==> config.mk <==
export PLATFORM = sky130hd
export DESIGN_NAME = pic_int_ack_sequencer_flat
export DESIGN_NICKNAME = d
export VERILOG_FILES = /design/src/rtl/pic_int_ack_sequencer_pkg.sv /design/src/rtl/pic_int_ack_sequencer_if.sv /design/src/rtl/pic_int_ack_sequencer_priority_resolver.sv /design/src/rtl/pic_int_ack_sequencer.sv /design/src/flat_wrapper.sv
export SDC_FILE = /design/constraint.sdc
export NUM_CORES = 1
export LEC_CHECK = 0
export ABC_CLOCK_PERIOD_IN_PS = 7000
export BUFFER_PORTS_ARGS = -buffer_cell sky130_fd_sc_hd__buf_2
export CAP_MARGIN = 15
export CORE_MARGIN = 3
export CORE_UTILIZATION = 40
export DETAILED_ROUTE_END_ITERATION = 6
export GPL_TIMING_DRIVEN = 1
export PLACE_DENSITY = 0.73
export SLEW_MARGIN = 10
export SYNTH_ARGS = -nofsm -noshare
export SYNTH_HDL_FRONTEND = slang
export SYNTH_HIERARCHICAL = 1
export SYNTH_SLANG_ARGS = --single-unit
==> constraint.sdc <==
create_clock -name clk -period 7 [get_ports clk]
set_clock_uncertainty 0.05 [all_clocks]
set_input_delay 0.35 -clock clk [delete_from_list [all_inputs] [get_ports clk]]
set_output_delay 0.35 -clock clk [all_outputs]
set_load 0.005 [all_outputs]
==> src/rtl/pic_int_ack_sequencer_pkg.sv <==
`default_nettype none
// ============================================================================
// Module      : pic_int_ack_sequencer_pkg
// Description : Shared types, constants and helpers for the PIC acknowledge
//               sequencer (FSM states, EOI type encoding, vector helpers).
// Revision    : 1.0 - initial release
// ============================================================================
package pic_int_ack_sequencer_pkg;

    localparam int NUM_IR = 8;
    localparam int IDX_W  = 3;

    localparam logic             C_EOI_NONSPECIFIC = 1'b0;
    localparam logic             C_EOI_SPECIFIC    = 1'b1;
    localparam logic [IDX_W-1:0] C_SPURIOUS_IDX    = 3'd7;

    typedef enum logic [1:0] {
        ST_IDLE = 2'd0,
        ST_ACK1 = 2'd1,
        ST_ACK2 = 2'd2
    } state_t;

    function automatic logic [NUM_IR-1:0] idx_to_mask(input logic [IDX_W-1:0] idx);
        idx_to_mask = {{(NUM_IR-1){1'b0}}, 1'b1} << idx;
    endfunction

    function automatic logic [7:0] vector_byte(input logic [4:0]       base,
                                               input logic [IDX_W-1:0] idx);
        vector_byte = {base, idx};
    endfunction

endpackage
`default_nettype wire

==> src/rtl/pic_int_ack_sequencer_if.sv <==
`default_nettype none
// ============================================================================
// Module      : pic_int_ack_sequencer_if
// Description : IR/IMR, control, INTA/EOI handshake and vector-bus signals of
//               the PIC acknowledge sequencer, bundled with master/slave views.
// Revision    : 1.0 - initial release
// ============================================================================
interface pic_int_ack_sequencer_if
    import pic_int_ack_sequencer_pkg::*;
();

    logic [NUM_IR-1:0] ir;
    logic [NUM_IR-1:0] imr;
    logic              ltim;
    logic              aeoi;
    logic [4:0]        vec_base;
    logic              inta_n;
    logic              eoi_valid;
    logic              eoi_specific;
    logic [IDX_W-1:0]  eoi_level;
    logic              int_out;
    logic [7:0]        data_out;
    logic              data_oe;
    logic [NUM_IR-1:0] irr;
    logic [NUM_IR-1:0] isr;

    modport master (
        output ir, imr, ltim, aeoi, vec_base, inta_n,
               eoi_valid, eoi_specific, eoi_level,
        input  int_out, data_out, data_oe, irr, isr
    );

    modport slave (
        input  ir, imr, ltim, aeoi, vec_base, inta_n,
               eoi_valid, eoi_specific, eoi_level,
        output int_out, data_out, data_oe, irr, isr
    );

endinterface
`default_nettype wire

==> src/rtl/pic_int_ack_sequencer_priority_resolver.sv <==
`default_nettype none
// ============================================================================
// Module      : pic_priority_resolver
// Description : Fixed-priority resolver; reports whether any bit is set and
//               the index of the lowest set bit (bit 0 is highest priority).
// Revision    : 1.0 - initial release
// ============================================================================
module pic_priority_resolver
    import pic_int_ack_sequencer_pkg::*;
(
    input  logic [NUM_IR-1:0] i_req,
    output logic              o_valid,
    output logic [IDX_W-1:0]  o_idx
);

    always_comb begin
        o_valid = |i_req;
        o_idx   = '0;
        // Scan downwards so the lowest set bit is the last one written.
        for (int i = NUM_IR - 1; i >= 0; i--) begin
            if (i_req[i]) begin
                o_idx = IDX_W'(i);
            end
        end
    end

endmodule
`default_nettype wire

==> src/rtl/pic_int_ack_sequencer.sv <==
`default_nettype none
// ============================================================================
// Module      : pic_int_ack_sequencer
// Description : 8259A-style interrupt-acknowledge controller: IRR/ISR, fixed
//               priority, INT generation, two-pulse INTA and EOI/AEOI service.
// Revision    : 1.0 - initial release
// ============================================================================
module pic_int_ack_sequencer
    import pic_int_ack_sequencer_pkg::*;
(
    input  logic                    clk,
    input  logic                    reset,
    pic_int_ack_sequencer_if.slave  bus
);

    logic [NUM_IR-1:0] r_irr;
    logic [NUM_IR-1:0] r_isr;
    logic [NUM_IR-1:0] r_ir_prev;
    logic              r_inta_prev;
    logic              r_int_out;
    logic [7:0]        r_data_out;
    logic              r_data_oe;
    logic [IDX_W-1:0]  r_idx;
    logic              r_spurious;
    state_t            r_state;

    state_t            w_state_next;
    logic [NUM_IR-1:0] w_pend;
    logic              w_pw;
    logic [IDX_W-1:0]  w_pidx;
    logic              w_iw;
    logic [IDX_W-1:0]  w_iidx;
    logic              w_qualify;
    logic              w_inta_fall;
    logic              w_inta_rise;
    logic              w_ack1;
    logic              w_ack2;
    logic              w_ack_done;
    logic              w_grant;
    logic [NUM_IR-1:0] w_ir_rise;
    logic [NUM_IR-1:0] w_ack_mask;
    logic [NUM_IR-1:0] w_irr_next;
    logic [NUM_IR-1:0] w_isr_clr;
    logic [NUM_IR-1:0] w_isr_set;
    logic [NUM_IR-1:0] w_isr_next;

    assign w_pend = r_irr & ~bus.imr;

    pic_priority_resolver u_pend_resolver (
        .i_req   (w_pend),
        .o_valid (w_pw),
        .o_idx   (w_pidx)
    );

    pic_priority_resolver u_isr_resolver (
        .i_req   (r_isr),
        .o_valid (w_iw),
        .o_idx   (w_iidx)
    );

    // A pending request must outrank everything already in service.
    assign w_qualify   = w_pw && (!w_iw || (w_pidx < w_iidx));
    assign w_inta_fall = r_inta_prev & ~bus.inta_n;
    assign w_inta_rise = ~r_inta_prev & bus.inta_n;

    always_comb begin
        w_state_next = r_state;
        w_ack1       = 1'b0;
        w_ack2       = 1'b0;
        w_ack_done   = 1'b0;
        case (r_state)
            ST_IDLE: begin
                if (w_inta_fall) begin
                    w_ack1       = 1'b1;
                    w_state_next = ST_ACK1;
                end
            end
            ST_ACK1: begin
                // inta_n was low on entry, so any fall here follows a rise.
                if (w_inta_fall) begin
                    w_ack2       = 1'b1;
                    w_state_next = ST_ACK2;
                end
            end
            ST_ACK2: begin
                if (w_inta_rise) begin
                    w_ack_done   = 1'b1;
                    w_state_next = ST_IDLE;
                end
            end
            default: begin
                w_state_next = ST_IDLE;
            end
        endcase
    end

    assign w_grant    = w_ack1 & w_qualify;
    assign w_ack_mask = w_grant ? idx_to_mask(w_pidx) : '0;
    assign w_ir_rise  = bus.ir & ~r_ir_prev;

    // Level mode re-follows ir next cycle, so the acknowledge clear is one cycle.
    assign w_irr_next = (bus.ltim ? bus.ir : ((r_irr | w_ir_rise) & bus.ir)) & ~w_ack_mask;

    always_comb begin
        w_isr_clr = '0;
        if (bus.eoi_valid) begin
            if (bus.eoi_specific == C_EOI_SPECIFIC) begin
                w_isr_clr = idx_to_mask(bus.eoi_level);
            end else if (w_iw) begin
                w_isr_clr = idx_to_mask(w_iidx);
            end
        end
        if (w_ack_done && bus.aeoi && !r_spurious) begin
            w_isr_clr = w_isr_clr | idx_to_mask(r_idx);
        end
        w_isr_set  = w_grant ? idx_to_mask(w_pidx) : '0;
        // Clears first, then the INTA1 set, so a freshly granted bit survives.
        w_isr_next = (r_isr & ~w_isr_clr) | w_isr_set;
    end

    always_ff @(posedge clk or posedge reset) begin
        if (reset) begin
            r_state     <= ST_IDLE;
            r_irr       <= '0;
            r_isr       <= '0;
            r_ir_prev   <= '0;
            r_inta_prev <= 1'b1;
            r_int_out   <= 1'b0;
            r_data_out  <= '0;
            r_data_oe   <= 1'b0;
            r_idx       <= '0;
            r_spurious  <= 1'b0;
        end else begin
            r_state     <= w_state_next;
            r_irr       <= w_irr_next;
            r_isr       <= w_isr_next;
            r_ir_prev   <= bus.ir;
            r_inta_prev <= bus.inta_n;
            r_int_out   <= (r_state == ST_IDLE) && !w_inta_fall && w_qualify;
            if (w_ack1) begin
                r_idx      <= w_qualify ? w_pidx : C_SPURIOUS_IDX;
                r_spurious <= !w_qualify;
            end
            if (w_ack2) begin
                r_data_out <= vector_byte(bus.vec_base, r_idx);
                r_data_oe  <= 1'b1;
            end
            if (w_ack_done) begin
                r_data_oe <= 1'b0;
            end
        end
    end

    assign bus.int_out  = r_int_out;
    assign bus.data_out = r_data_out;
    assign bus.data_oe  = r_data_oe;
    assign bus.irr      = r_irr;
    assign bus.isr      = r_isr;

endmodule
`default_nettype wire

==> src/flat_wrapper.sv <==
// flat-port wrapper written by rule: the top's interface ports become plain ports
module pic_int_ack_sequencer_flat import pic_int_ack_sequencer_pkg::*;
  (clk, reset, bus_ir, bus_imr, bus_ltim, bus_aeoi, bus_vec_base, bus_inta_n, bus_eoi_valid, bus_eoi_specific, bus_eoi_level, bus_int_out, bus_data_out, bus_data_oe, bus_irr, bus_isr);
  pic_int_ack_sequencer_if bus_i ();
  input  logic clk;
  input  logic reset;
  input wire logic [$bits(bus_i.ir)-1:0] bus_ir;
  input wire logic [$bits(bus_i.imr)-1:0] bus_imr;
  input wire logic [$bits(bus_i.ltim)-1:0] bus_ltim;
  input wire logic [$bits(bus_i.aeoi)-1:0] bus_aeoi;
  input wire logic [$bits(bus_i.vec_base)-1:0] bus_vec_base;
  input wire logic [$bits(bus_i.inta_n)-1:0] bus_inta_n;
  input wire logic [$bits(bus_i.eoi_valid)-1:0] bus_eoi_valid;
  input wire logic [$bits(bus_i.eoi_specific)-1:0] bus_eoi_specific;
  input wire logic [$bits(bus_i.eoi_level)-1:0] bus_eoi_level;
  output wire logic [$bits(bus_i.int_out)-1:0] bus_int_out;
  output wire logic [$bits(bus_i.data_out)-1:0] bus_data_out;
  output wire logic [$bits(bus_i.data_oe)-1:0] bus_data_oe;
  output wire logic [$bits(bus_i.irr)-1:0] bus_irr;
  output wire logic [$bits(bus_i.isr)-1:0] bus_isr;
  assign bus_i.ir = bus_ir;
  assign bus_i.imr = bus_imr;
  assign bus_i.ltim = bus_ltim;
  assign bus_i.aeoi = bus_aeoi;
  assign bus_i.vec_base = bus_vec_base;
  assign bus_i.inta_n = bus_inta_n;
  assign bus_i.eoi_valid = bus_eoi_valid;
  assign bus_i.eoi_specific = bus_eoi_specific;
  assign bus_i.eoi_level = bus_eoi_level;
  assign bus_int_out = bus_i.int_out;
  assign bus_data_out = bus_i.data_out;
  assign bus_data_oe = bus_i.data_oe;
  assign bus_irr = bus_i.irr;
  assign bus_isr = bus_i.isr;
  pic_int_ack_sequencer u_core (.clk(clk), .reset(reset), .bus(bus_i));
endmodule
==> results.txt, run 1 <==
----------------------------------------------------
[Floorplanning]
  Die H ... 78.6 um
  Area of the core region ... between 0.004 and 0.005 mm^2
  DIE AREA ... roughly 0.006 mm^2
  IO Count ... 57
  Initial Utilization ... approximately 43%
  Chip Width ... 78.6 um
  Row cnt ... 25

[Global route]
  Initial antenna violation count ... 0
  Overall fraction of global-route tracks in use ... between 10% and 20%
  Maximum number of pins on one net before global-route repair ... 42
  Vias in the first global route ... 1758
  Wire length of the first global-routing pass ... about 8.4 mm
  GR Overflow Total ... 0

[Clocking]
  Cts bufs inserted ... 5
  Clk_lat worst skew ... roughly 0.30 ns
  Clock Root Buffer ... clkbuf_8
  Number of gates resized after CTS ... 0
  Clock transition at path regs ... approximately 0.080 ns
  Clock buffer depth ... 2
  Total setup buffers inserted after CTS ... 0
  Clock Sink Count ... 41
  Clock tree from TritonCTS ... yes
  Clock H-tree levels ... 2
  Count of hold buffers inserted by post-cts repair ... 0

[Synthesis]
  Mapped Area ... approximately 0.0021 mm^2
  Async SR Flop Fraction ... 100%
  Top area cells in the synthesized netlist ... dfrtp_1, nor2b_1, mux2_2
  Largest family of logic cells by synthesized area ... simple AND/OR/NAND/NOR gates
  Post-Synth XOR/XNOR Area ... less than 1%
  Portion of the post-synthesis area used by sequential elements ... between 40 and 50%
  Yosys synthesis warning count ... 6
  Cell variety after synth ... 48
  Basic-gate share of the synthesized area counting and, or, nand and nor cells ... around a fifth
  Library cell with the highest instance count after synthesis ... dfrtp_1
  Net count after synthesis ... approximately 250
  Number of synthesized flops with an enable pin ... 0
  Library cell occupying the most area in the post-synthesis netlist ... dfrtp_1
  Post-Synth Adder-Cell Area ... 1.19%
  Mux contribution to synthesized area ... roughly 4.3%
  Area fraction in compound gates after synthesis ... roughly a fifth
  Dominant synthesized flop cell ... dfrtp_1
  Synth Area per Inst ... between 9 and 10 um^2
  Fraction of post-synthesis cell area in the top cell type by area ... a little under half
  Number of flip-flops and latches in the synthesized netlist ... 41
  Most frequent cells after synthesis ... dfrtp_1, nor2_1, inv_1
  Gate count of the mapped netlist ... between 200 and 250

[Layout]
  Fill cell count ... about 480
  Antenna diode instance count ... 0
  Net count of the finished layout ... around 300
  Synth-to-Final Area Change ... 22.3%
  Fraction of final layout cells with drive strength greater than 1 ... between 20% and 30%

[Routing]
  DRC ... 0
  First drt pass iteration count ... 4
  First DRT Iteration DRCs ... between 50 and 60
  Routed length per instance ... 14.6 um
  Routed WL ... around 5 mm
  Number of vias per cell after detailed routing ... 5.37
  Number of routed nets with antenna violations ... 0
  Via count ... ~1800

[Critical path]
  Number of cells on the worst reg-to-reg path ... 8
  Buffering stage count on the worst path with inverters included ... 1
  Required time at the endpoint of the critical path ... approximately 7.1 ns
  Crit-path leading delay family ... compound AO/OA/AOI/OAI gates
  Critical register-to-register path startpoint ... u_core/bus.irr[6]
  Type of the worst setup path ... register to register
  Biggest cell delay along the critical path ... approximately 0.90 ns
  Biggest fanout along the worst timing path ... 15
  Kind of launch point of the worst setup path ... register
  Chain of cells forming the critical path ... nor2b_1 -> o21ai_0 -> a21boi_0 -> ha_1 -> inv_1 -> o211ai_1 -> a21boi_1 -> a31oi_1
  Worst Setup SP ... u_core/bus.irr[6]
  Arrival time at the worst endpoint ... about 3.4 ns
  Slowest cell on the critical path ... a21boi_1
  Cell count along the critical path ... 8
  Worst setup EP type ... register

[Pwr]
  Reported leakage power ... between 0.001 and 0.0015 uW
  IR drop worst, VDD ... 0.203 mV
  Power density of the placed cells ... 371 mW/mm^2

[Timing]
  Post-Route Hold Slack ... about 0.11 ns
  Maximum clock frequency ... slightly above 0.3 GHz
  Number of pins with negative max-slew slack in the final report ... 0
  Period utilization ... between 40% and 50%
  Shortest clock period the worst path allows after layout ... ~3.3 ns
  Slew Limit Headroom ... between 20% and 30%
  Sum of negative setup slack ... 0 ns
  Final setup viols ... 0
  Hold Violations, Final ... 0
  Unrepaired setup endpoints after global routing ... false
  Slew of the pin with the lowest slew margin ... between 1 and 1.5 ns

[Place]
  Port Buffers ... 56
  RePlAce Congestion ... between 0.8 and 0.9
  Post-detailed-placement half-perimeter wirelength ... between 3 and 4 mm

[Flow run]
  Total of max-cap violations ... 0

[Hold path]
  Path category of the worst min-delay check ... input pin to async pin

[Run status]
  Outcome ... finished, final reports clean

----------------------------------------------------
==> cell type report <==
class	count	area, um^2	area share (%)
flip-flops and latches	41	1030	39.9
multi-input cells	146	981	38.1
repair buffers	58	293	11.4
clock buffers	7	86.3	3.35
well taps	67	83.8	3.25
inverters	20	75.1	2.91
clock inverters	1	30.0	1.17
==> worst paths after layout <==
kind                            slack (ns)                  end
worst max-delay path                  3.71    u_core/bus.irr[5]
max in group asynchronous             6.42   u_core/r_inta_prev
worst min register to register        0.45    u_core/bus.irr[6]
worst min-delay path                  0.11      u_core/r_idx[1]
min in group clk                      0.12  u_core/r_ir_prev[4]
worst max register to register        3.71    u_core/bus.irr[5]
==> power by group <==
group	leakage (uW)	switching, uW	internal (uW)
Sequential	0.000495	70.6	307
Clock	0.0000585	81.3	116
Combinational	0.000646	200	181
Total	0.00120	352	604
==> sequential cells by signal, summed over array words and instances, names as in the netlist <==
name,flops
u_core/r_inta_prev,1
u_core/bus.isr,8
u_core/bus.data_out,8
u_core/r_ir_prev,8
u_core/bus.irr,8
u_core/r_idx,3
u_core/bus.int_out,1
u_core/r_spurious,1
u_core/bus.data_oe,1
u_core/r_state,2
==> stage by stage <==
step	power, uW	util, %	area, um^2	setup slack [ns]	cells
final	956	52.5	2580	3.71	340
after CTS	960	52.4	2570	3.76	339
after global placement	749	50.0	2450	3.85	331
after detailed placement	761	50.0	2450	3.71	331
after global routing	1030	52.5	2580	3.39	340
after floorplan	627	-	2110	4.46	213
==> kinds of logic (layout without fill, tap and decap cells) <==
group	Yosys count	in the layout
adder cells (fa/ha/maj)	2	2
XOR/XNOR	1	1
buffers and inverters	26	86
flip-flops	41	41
AND/OR/NAND/NOR	78	78
AO/OA/AOI/OAI	57	57
multiplexers	8	8
==> worst min-delay path, stage by stage <==
cell	delay, ns
buf_2	0.10
inv_1	0.04
buf_4	0.42
==> placed cells by master (no fill, tap or decap), drive strengths merged, types with 3 or more instances in the layout <==
master	n
dfrtp	40
o41ai	3
inv	20
o21ai	3
a21oi	9
nand2	13
a221oi	3
o21bai	3
o31ai	9
buf	57
nor2b	16
nor4	3
nand2b	8
a31oi	3
clkbuf	8
a21boi	3
o221ai	3
mux2	8
nor2	23
==> per-layer routing <==
metal	share of wire, %	track usage (%)
met5	0	0
met2	47	26.4
met4	1.3	5.42
met3	7.5	4.13
met1	44	23.9
(Power assumes the default switching activity.)
==> run 2, diff against run 1 <==
Settings changed: ABC_CLOCK_PERIOD_IN_PS 7000 to 2900, PLACE_DENSITY 0.73 to 0.75.
Clock period 7 ns to 2.9 ns, I/O delays scaled along.
==> run 2 against run 1 <==
Against the previous run: cell count increased by 4.4%; non-clock buffer count grew 15; die area did not move; sequential power up 140%; worst hold slack worse by 0.082 ns.
==> results.txt, run 2 (synthesized netlist as in run 1, its figures left out) <==
----------------------------------------------------
[Routing]
  First DRT Iteration DRCs ... 73 (+28%)
  DRC ... 0 (unchanged)
  First drt pass iteration count ... 4 (unchanged)
  Number of vias per cell after detailed routing ... 5.23 (-2.8%)
  Routed WL ... 5.15 mm (+4.0%)
  Routed length per instance ... 14.5 um (-0.36%)
  Via count ... 1855 (+1.5%)
  Number of routed nets with antenna violations ... 0 (unchanged)

[Critical path]
  Critical path's most frequent cell ... inv_1
  Slowest cell on the critical path ... a21boi_0
  Worst Setup SP ... u_core/bus.isr[1]
  Critical register-to-register path startpoint ... u_core/bus.isr[1]
  Kind of launch point of the worst setup path ... register
  Crit-path leading delay family ... compound AO/OA/AOI/OAI gates
  Biggest fanout along the worst timing path ... 9 (-6)
  Terminus of the critical flop-to-flop path ... u_core/bus.isr[5]
  Number of cells on the worst reg-to-reg path ... 9 (+1)
  Biggest cell delay along the critical path ... 0.47 ns (-0.43 ns)
  Worst setup EP type ... register
  Buffering stage count on the worst path with inverters included ... 3 (+2)
  Chain of cells forming the critical path ... nor2_1 -> a21boi_0 -> inv_1 -> ha_1 -> inv_1 -> o211ai_1 -> a21boi_1 -> buf_4 -> a31o_2
  Type of the worst setup path ... register to register
  Required time at the endpoint of the critical path ... 3.04 ns (-4.03 ns)
  Minimum setup slack among reg-to-reg paths ... 0.46 ns (-3.25 ns)
  Arrival time at the worst endpoint ... 2.58 ns (-0.78 ns)

[Global route]
  Met2 track demand over resource in global routing ... 25.4% (-1.0 points)
  GR Overflow Total ... 0 (unchanged)
  Routing usage on met1 ... 25.1% (+1.2 points)
  Maximum number of pins on one net before global-route repair ... 42 (unchanged)
  Overall fraction of global-route tracks in use ... 17.3% (+0.082 points)
  Initial antenna violation count ... 0 (unchanged)
  Vias in the first global route ... 1756 (-0.11%)
  Global route hottest layer ... met2
  Met3 demand-to-capacity share in global routing ... 3.78% (-0.34 points)
  Wire length of the first global-routing pass ... 8.34 mm (-0.90%)

[Place]
  RePlAce Congestion ... 0.779 (-3.2%)
  Port Buffers ... 56 (unchanged)
  Minimum setup slack after placement ... 0.504 ns (-3.20 ns)
  Post-detailed-placement half-perimeter wirelength ... 3.83 mm (+2.3%)

[Clocking]
  Total setup buffers inserted after CTS ... 0 (unchanged)
  Clock Sink Count ... 41 (unchanged)
  Clock buffer depth ... 2 (unchanged)
  Clock tree from TritonCTS ... yes
  Clk_lat worst skew ... 0.29 ns (about the same)
  Cts bufs inserted ... 5 (unchanged)
  Clock Root Buffer ... clkbuf_8
  Clock transition at path regs ... 0.08 ns (about the same)
  Number of gates resized after CTS ... 0 (unchanged)
  Clock H-tree levels ... 2 (unchanged)

[Pwr]
  IR drop worst, VDD ... 0.410 mV (+100%)
  Reported leakage power ... 0.00126 uW (+5.1%)
  Power density of the placed cells ... 844 mW/mm^2 (+130%)

[Layout]
  Synth-to-Final Area Change ... 28.0%
  Antenna diode instance count ... 0 (unchanged)
  Most common cell after layout, fill and taps aside ... buf_2
  Net count of the finished layout ... 320 (+4.9%)
  Fraction of final layout cells with drive strength greater than 1 ... 30.2% (+0.54 points)
  Top library cells by usage in the layout, fill and taps aside ... buf_2, dfrtp_1, nor2_1

[Floorplanning]
  DIE AREA ... 0.00617 mm^2 (unchanged)
  Area of the core region ... 0.00491 mm^2 (unchanged)
  IO Count ... 57 (unchanged)
  Row cnt ... 25 (unchanged)
  Die H ... 78.6 um (unchanged)
  Chip Width ... 78.6 um (unchanged)
  Initial Utilization ... 42.9% (unchanged)

[Timing]
  Slew Limit Headroom ... 43.3% (+21 points)
  Final setup viols ... 0 (unchanged)
  Slew of the pin with the lowest slew margin ... 0.842 ns (-0.328 ns)
  Hold Violations, Final ... 0 (unchanged)
  Period utilization ... 84.2% (+37 points)
  Number of pins with negative max-slew slack in the final report ... 0 (unchanged)
  Shortest clock period the worst path allows after layout ... 2.44 ns (-0.849 ns)
  Maximum clock frequency ... 0.410 GHz (+35%)
  Unrepaired setup endpoints after global routing ... false
  Worst path setup slack after routing ... 0.459 ns (-3.25 ns)
  Sum of negative setup slack ... 0 ns (unchanged)

[Flow run]
  Total of max-cap violations ... 0 (unchanged)

[Hold path]
  Start point of the worst min-delay path ... bus_vec_base[2]
  Worst hold endpoint ... u_core/bus.data_out[5]
  Worst hold path depth ... 2
  Path category of the worst min-delay check ... input pin to register

[Run status]
  Outcome ... finished, final reports clean

----------------------------------------------------
-- run 2: worst max-delay path by stage --
| stage | to | cells after the start | slack [ns] |
|---|---|---|---|
| 2_1_floorplan | u_core/bus.irr[4] | 10 | 0.36 |
| 3_3_place_gp | u_core/bus.int_out | 7 | 0.51 |
| 3_5_place_dp | u_core/bus.isr[5] | 9 | 0.50 |
| 4_1_cts | u_core/bus.isr[5] | 10 | 0.49 |
| 5_1_grt | u_core/bus.int_out | 7 | 0.24 |
| 6_report | u_core/bus.isr[5] | 9 | 0.46 |
-- run 2: power by group --
| group | switching (uW) | internal, uW |
|---|---|---|
| clock network | 204 | 193 |
| logic | 489 | 480 |
| registers | 170 | 740 |
-- run 2: routing by layer --
metal  up-vias  routed length, um
li1        914                  -
met1       878               2410
met2        57               2360
met3         6                321
met4         0                 57
met5         -                  0
-- run 2: stage by stage --
stage	total power, uW	cell area (um^2)	utilization [%]	std cells	hold WS, ns
3_3_place_gp	1850	2500	50.9	337	0.216
4_1_cts	2280	2700	54.9	355	0.0193
5_1_grt	2450	2700	54.9	355	0.0192
6_report	2280	2700	54.9	355	0.0278
3_5_place_dp	1870	2500	50.9	337	0.220
2_1_floorplan	1510	2110	-	213	0.0995
-- run 2: final cells by class --
| cell class | count | area (um^2) |
|---|---|---|
| tap | 67 | 83.8 |
| sequential | 41 | 1030 |
| fill | 452 | 2210 |
| inverter | 20 | 75.1 |
| clock buffer | 6 | 82.6 |
| timing repair buffer | 73 | 433 |
| clock inverter | 2 | 13.8 |
| multi-input combinational | 146 | 981 |
-- run 2: worst reg2reg max path, delay by kind of cell, from the launching register on --
kind	cells	cell delay [ns]
AOI/OAI and AO/OA	4	1.05
DFF	1	0.42
buffers and inverters	3	0.33
adders and majority gates	1	0.29
and+or+nand+nor	1	0.19
-- run 2: timing repair --
action | 4_1_cts | 5_1_grt
hold buffers | 10 | 0
endpoints found under the hold margin | 49 | 0
endpoints found under the setup margin | 0 | 0
